[src/rtl/lot_sensor_fsm.sv]
// Gate sensor decoder: synchronizes and debounces the two beam sensors and
// turns complete a/b passage sequences into single-cycle enter/exit pulses.
module lot_sensor_fsm #(
    parameter int DEBOUNCE = 4,
    parameter int TIMEOUT  = 1024
) (
    input  logic clk,
    input  logic reset,
    input  logic a,
    input  logic b,
    output logic enter,
    output logic exit,
    output logic busy,
    output logic fault
);

    localparam int DW = $clog2(DEBOUNCE + 1);
    localparam int TW = $clog2(TIMEOUT + 1);
    localparam logic [DW-1:0] DB_LAST = DW'(DEBOUNCE - 1);
    localparam logic [TW-1:0] TO_LAST = TW'(TIMEOUT - 1);

    typedef enum logic [2:0] {
        IDLE       = 3'd0,
        EN1        = 3'd1,
        EN2        = 3'd2,
        EN3        = 3'd3,
        EX1        = 3'd4,
        EX2        = 3'd5,
        EX3        = 3'd6,
        WAIT_CLEAR = 3'd7
    } state_t;

    // Bit 1 carries the outer sensor a, bit 0 the inner sensor b.
    logic [1:0]    sync1_r;
    logic [1:0]    sync2_r;
    logic [1:0]    ab_r;
    logic [1:0]    ab_prev_r;
    logic [DW-1:0] db_cnt_r [2];
    logic [TW-1:0] stall_r;
    state_t        state_r;
    state_t        fsm_next_s;
    state_t        state_next_s;
    logic          enter_r;
    logic          exit_r;
    logic          enter_next_s;
    logic          exit_next_s;
    logic          active_s;
    logic          timeout_s;

    // Two-flop synchronizer for the raw sensor lines.
    always_ff @(posedge clk) begin
        if (reset) begin
            sync1_r <= 2'b00;
            sync2_r <= 2'b00;
        end else begin
            sync1_r <= {a, b};
            sync2_r <= sync1_r;
        end
    end

    // Per-bit debounce: accept a new synced value only after it has held long enough.
    always_ff @(posedge clk) begin
        if (reset) begin
            ab_r      <= 2'b00;
            ab_prev_r <= 2'b00;
            for (int i = 0; i < 2; i++) begin
                db_cnt_r[i] <= {DW{1'b0}};
            end
        end else begin
            ab_prev_r <= ab_r;
            for (int i = 0; i < 2; i++) begin
                if (sync2_r[i] != ab_r[i]) begin
                    if (db_cnt_r[i] == DB_LAST) begin
                        ab_r[i]     <= sync2_r[i];
                        db_cnt_r[i] <= {DW{1'b0}};
                    end else begin
                        db_cnt_r[i] <= db_cnt_r[i] + DW'(1);
                    end
                end else begin
                    db_cnt_r[i] <= {DW{1'b0}};
                end
            end
        end
    end

    assign active_s  = (state_r != IDLE) && (state_r != WAIT_CLEAR);
    assign timeout_s = active_s && (stall_r == TO_LAST);

    // Stall timer: counts cycles a passage sits with no filtered-input change.
    always_ff @(posedge clk) begin
        if (reset) begin
            stall_r <= {TW{1'b0}};
        end else if (!active_s || timeout_s || (ab_r != ab_prev_r)) begin
            stall_r <= {TW{1'b0}};
        end else begin
            stall_r <= stall_r + TW'(1);
        end
    end

    // Passage decoder; a stall timeout overrides whatever the pattern asks for.
    always_comb begin
        fsm_next_s   = state_r;
        enter_next_s = 1'b0;
        exit_next_s  = 1'b0;
        case (state_r)
            IDLE: begin
                case (ab_r)
                    2'b10:   fsm_next_s = EN1;
                    2'b01:   fsm_next_s = EX1;
                    2'b11:   fsm_next_s = WAIT_CLEAR;
                    default: fsm_next_s = IDLE;
                endcase
            end
            EN1: begin
                case (ab_r)
                    2'b11:   fsm_next_s = EN2;
                    2'b00:   fsm_next_s = IDLE;
                    2'b01:   fsm_next_s = WAIT_CLEAR;
                    default: fsm_next_s = EN1;
                endcase
            end
            EN2: begin
                case (ab_r)
                    2'b01:   fsm_next_s = EN3;
                    2'b10:   fsm_next_s = EN1;
                    2'b00:   fsm_next_s = WAIT_CLEAR;
                    default: fsm_next_s = EN2;
                endcase
            end
            EN3: begin
                case (ab_r)
                    2'b00: begin
                        fsm_next_s   = IDLE;
                        enter_next_s = 1'b1;
                    end
                    2'b11:   fsm_next_s = EN2;
                    2'b10:   fsm_next_s = WAIT_CLEAR;
                    default: fsm_next_s = EN3;
                endcase
            end
            EX1: begin
                case (ab_r)
                    2'b11:   fsm_next_s = EX2;
                    2'b00:   fsm_next_s = IDLE;
                    2'b10:   fsm_next_s = WAIT_CLEAR;
                    default: fsm_next_s = EX1;
                endcase
            end
            EX2: begin
                case (ab_r)
                    2'b10:   fsm_next_s = EX3;
                    2'b01:   fsm_next_s = EX1;
                    2'b00:   fsm_next_s = WAIT_CLEAR;
                    default: fsm_next_s = EX2;
                endcase
            end
            EX3: begin
                case (ab_r)
                    2'b00: begin
                        fsm_next_s  = IDLE;
                        exit_next_s = 1'b1;
                    end
                    2'b11:   fsm_next_s = EX2;
                    2'b01:   fsm_next_s = WAIT_CLEAR;
                    default: fsm_next_s = EX3;
                endcase
            end
            WAIT_CLEAR: begin
                case (ab_r)
                    2'b00:   fsm_next_s = IDLE;
                    default: fsm_next_s = WAIT_CLEAR;
                endcase
            end
            default: fsm_next_s = IDLE;
        endcase
        state_next_s = timeout_s ? WAIT_CLEAR : fsm_next_s;
        if (timeout_s) begin
            enter_next_s = 1'b0;
            exit_next_s  = 1'b0;
        end else begin
            enter_next_s = enter_next_s;
            exit_next_s  = exit_next_s;
        end
    end

    // State and pulse registers.
    always_ff @(posedge clk) begin
        if (reset) begin
            state_r <= IDLE;
            enter_r <= 1'b0;
            exit_r  <= 1'b0;
        end else begin
            state_r <= state_next_s;
            enter_r <= enter_next_s;
            exit_r  <= exit_next_s;
        end
    end

    assign enter = enter_r;
    assign exit  = exit_r;
    assign busy  = (state_r != IDLE);
    assign fault = (state_r == WAIT_CLEAR);

endmodule

[config.mk]
export PLATFORM = sky130hd
export DESIGN_NAME = lot_sensor_fsm
export DESIGN_NICKNAME = d
export VERILOG_FILES = /design/src/rtl/lot_sensor_fsm.sv
export SDC_FILE = /design/constraint.sdc
export NUM_CORES = 1
export LEC_CHECK = 0
export CAP_MARGIN = 20
export CORE_MARGIN = 2
export CORE_UTILIZATION = 29
export DETAILED_ROUTE_END_ITERATION = 8
export PLACE_DENSITY = 0.45
export SYNTH_ARGS = -nofsm -noshare
export SYNTH_HDL_FRONTEND = slang
export SYNTH_SLANG_ARGS = --single-unit
[constraint.sdc]
create_clock -name clk -period 1.55 [get_ports clk]
set_input_delay 0.465 -clock clk [delete_from_list [all_inputs] [get_ports clk]]
set_output_delay 0.465 -clock clk [all_outputs]
set_load 0.02 [all_outputs]
==> run summary <==
================================================================================
R2R depth                                                                      4
Fraction of final layout cells with drive strength greater than 1         0.2475
Standard-cell row count                                                       26
Share of flip-flops with an asynchronous set or reset                          0
Initial DRC Count                                                             54
Leakage power total                                                    0.7790 nW
Worst reg2reg startpoint                                            db_cnt_r[0][0]
Filler-free cell count of the finished design                                268
Routability congestion estimate                                           0.7945
Die span in y                                                           76.20 µm
Total net switching power                                              0.7902 mW
Cells along the critical path                                       or3_4 > buf_6
Synthesized-area fraction occupied by adder cells                         0.1076
Met2 wirelength from detailed routing                                    1553 µm
Min setup slack post-route                                           -0.04460 ns
Post-route cell area                                                0.002008 mm²
Reported max-cap violation count                                               0
Number of nets at the end of the flow                                        214
Internal cell power                                                     1.654 mW
Via density                                                                4.567
Largest net degree at the start of global routing                             13
Number of instances on the worst hold path                                     1
Avg Cell Area, Syn                                                     9.388 µm²
Main combinational cell family by area after synthesis              simple AND/OR/NAND/NOR gates
Total number of H-tree levels                                                  2
Hold Crit Start                                                       sync1_r[1]
Total global-route track usage                                            0.1153
Reg-to-reg setup timing slack                                            0.07 ns
Area of the core                                                    0.005075 mm²
Top library cells by usage in the layout, fill and taps aside       29 x nor2_1, 20 x buf_4, 18 x dfxtp_1
Terminating pin of the worst hold path                                sync2_r[1]
Count of endpoints failing setup in the final report                           1
Setup repair after global routing missed its margin                          yes
Result of the run                                                   finished with violations
Ys Warns                                                                       0
Final count of hold timing violations                                          0
Average detailed-routed wire length per instance                        11.72 µm
Number of cells in the design after placement                                258
Largest delay contributor family on the critical path               simple AND/OR/NAND/NOR gates
Simple-gate portion of the synthesized area                               0.2359
CP Buf/Inv Count                                                               1
Clock insertion delay at the later pin of the skew report                0.28 ns
Critical R2R Capture                                                db_cnt_r[0][1]
Min cycle time layout                                                   1.595 ns
Critical path class                                                      reg2out
Distinct cell type count after synthesis                                      40
FMAX                                                                   627.1 MHz
Proportion of total power due to net switching                            0.3233
Remaining DRCs                                                                 0
Failing checks                                                      negative setup slack
Max Fanout on Critical Path                                                    2
Flip-flop and latch count after synthesis                                     30
Number of global-route vias before repair                                   1230
Pre-CTS setup slack                                                   -0.2525 ns
Area added between synthesis and finish                                   32.86%
CTS root buf                                                            clkbuf_8
Final hold slack                                                       0.4364 ns
Most common library cell in the layout ignoring fill and taps             nor2_1
Required time of the critical path                                       1.08 ns
Post-DP Area                                                        0.001812 mm²
Crit-path slowest cell                                                     or3_4
Classification of the worst-slack hold path                              reg2reg
GRT Residual Overflow                                                          0
Portion of total power attributed to the clock network                     0.265
Met3 WL                                                                   107 µm
Number of pins with negative max-slew slack in the final report                0
DR top layer                                                                met4
Hold-fix buffer count after cts                                                0
Clock sink count                                                              30
Ratio of final minimum period to clock period                              1.029
DP Wirelength                                                            2291 µm
Metal-1 WL                                                               1416 µm
Worst VDD drop                                                       0.0006343 V
Category of the worst setup path capture point                       output port
TritonCTS clock tree                                                         yes
Cell count after synthesis                                                   161
Router iterations before antenna repair                                        4
Mux cell area share after synthesis                                      0.01987
Critical path's largest stage delay                                      0.39 ns
Die Footprint                                                       0.005806 mm²
Width of the die                                                        76.20 µm
Fraction of the yosys area taken by sequential cells                      0.4371
Synth Area in Compound Gates                                             0.08775
Total wire length                                                        3140 µm
First-pass GRT wire length                                               5354 µm
Clk_skew                                                             0.006869 ns
IO buf count                                                                   7
Total CTS buffers                                                              5
Synthesized-area fraction occupied by xor and xnor cells                 0.06954
Arrival time at the worst endpoint                                       1.13 ns
Antenna-violating nets left                                                    0
Clock-pin slew on the worst setup and hold paths                         0.07 ns
Commonest register cell after synthesis                                  dfxtp_1
Starting density of the core                                              0.2978
Max clock buf depth                                                            2
Share of total power in combinational logic                                0.360
Critical Path Source Type                                               register
Antenna violations before repair                                               0
Total power per unit cell area                                       1217 mW/mm²
Routed via count                                                            1224
Relative contribution of sequential cells to total power                   0.375
Synthesized cell area                                               0.001511 mm²
Count of flip-flops with a built-in enable after synthesis                     6
Antenna diode count                                                            0
I/O Pins                                                                       8
================================================================================
[worst max path at each step]
| stage | startpoint | to | slack (ns) | depth (start not counted) |
|---|---|---|---|---|
| final | state_r[2] | busy | -0.04 | 2 |
| after global routing | state_r[2] | busy | -0.08 | 2 |
| after CTS | state_r[0] | busy | -0.07 | 2 |
| after detailed placement | reset | stall_r[4] | -0.25 | 4 |
| after global placement | reset | stall_r[2] | -0.20 | 4 |
| after floorplan | stall_r[0] | stall_r[2] | 0.001 | 5 |
[power by group through the flow]
| stage | combinational [mW] | sequential, mW | clock, mW |
|---|---|---|---|
| floorplan | 0.493 | 0.915 | 0 |
| global placement | 0.741 | 0.910 | 0 |
| detailed placement | 0.770 | 0.917 | 0 |
| CTS | 0.836 | 0.902 | 0.683 |
| global route | 0.963 | 0.925 | 0.703 |
| finish | 0.881 | 0.916 | 0.647 |
[synth_stat cells (3+ instances only)]
library cell	count	area, µm²
dfxtp_1	24	480.5
inv_1	11	41.29
nor4_1	3	18.77
nor3_1	4	20.02
nand3_1	4	20.02
a21oi_1	3	15.01
nor2b_1	5	31.28
xor2_1	3	26.28
o21ai_0	4	20.02
nor2_1	29	108.9
buf_2	3	15.01
edfxtp_1	6	180.2
nand2_1	7	26.28
xnor2_1	9	78.83
ha_1	13	162.7
nand2b_1	4	25.02
mux2i_1	3	30.03
[layer usage]
layer  GRT usage  vias up
met4     0.05455        0
met1      0.1276      581
met5           0        -
met3     0.03436        9
met2      0.2027       19
li1            -      615
[what timing repair did]
item,CTS,global route
endpoints found under the setup margin,17,11
cloned,1,0
hold endpoints to repair,0,0
buffers inserted,0,1
resized for setup,19,15
pin swaps,1,4
[worst reg2reg max path, delay by kind of cell, from the launching register on]
kind                       cells  cell delay (ns)
DFF                            1             0.40
and+or+nand+nor                2             0.52
adders and majority gates      2             0.43
[final cells by class]
| type | instances | area (µm²) |
|---|---|---|
| Sequential cell | 30 | 668.1 |
| Clock inverter | 1 | 5.005 |
| Clock buffer | 7 | 86.33 |
| Fill cell | 530 | 3067 |
| Timing Repair Buffer | 27 | 220.2 |
| Tap cell | 70 | 87.58 |
| Inverter | 11 | 41.29 |
| Multi-Input combinational cell | 122 | 899.6 |
[logic make-up (layout without fill, tap and decap cells)]
kind of cell,count (synthesis),after routing
fa+ha+maj,13,13
xor+xnor,12,12
buf+inv,15,46
simple gates,68,69
mux,3,3
flops,30,30
other cells,1,6
compound gates,19,19
[state kept, by name, summed over array words and instances, names as in the netlist]
register,count
state_r,3
ab_r,2
stall_r,11
sync1_r,2
ab_prev_r,2
exit,1
sync2_r,2
enter,1
db_cnt_r,6
[stage by stage]
stage,power [mW],utilization,TNS [ns]
2_1_floorplan,1.408,-,0
3_3_place_gp,1.651,0.3570,-2.975
3_5_place_dp,1.687,0.3570,-3.582
4_1_cts,2.420,0.3812,-0.06994
5_1_grt,2.591,0.3957,-0.08408
6_report,2.444,0.3957,-0.04460
Note: power is estimated with default switching activity, not from simulation.
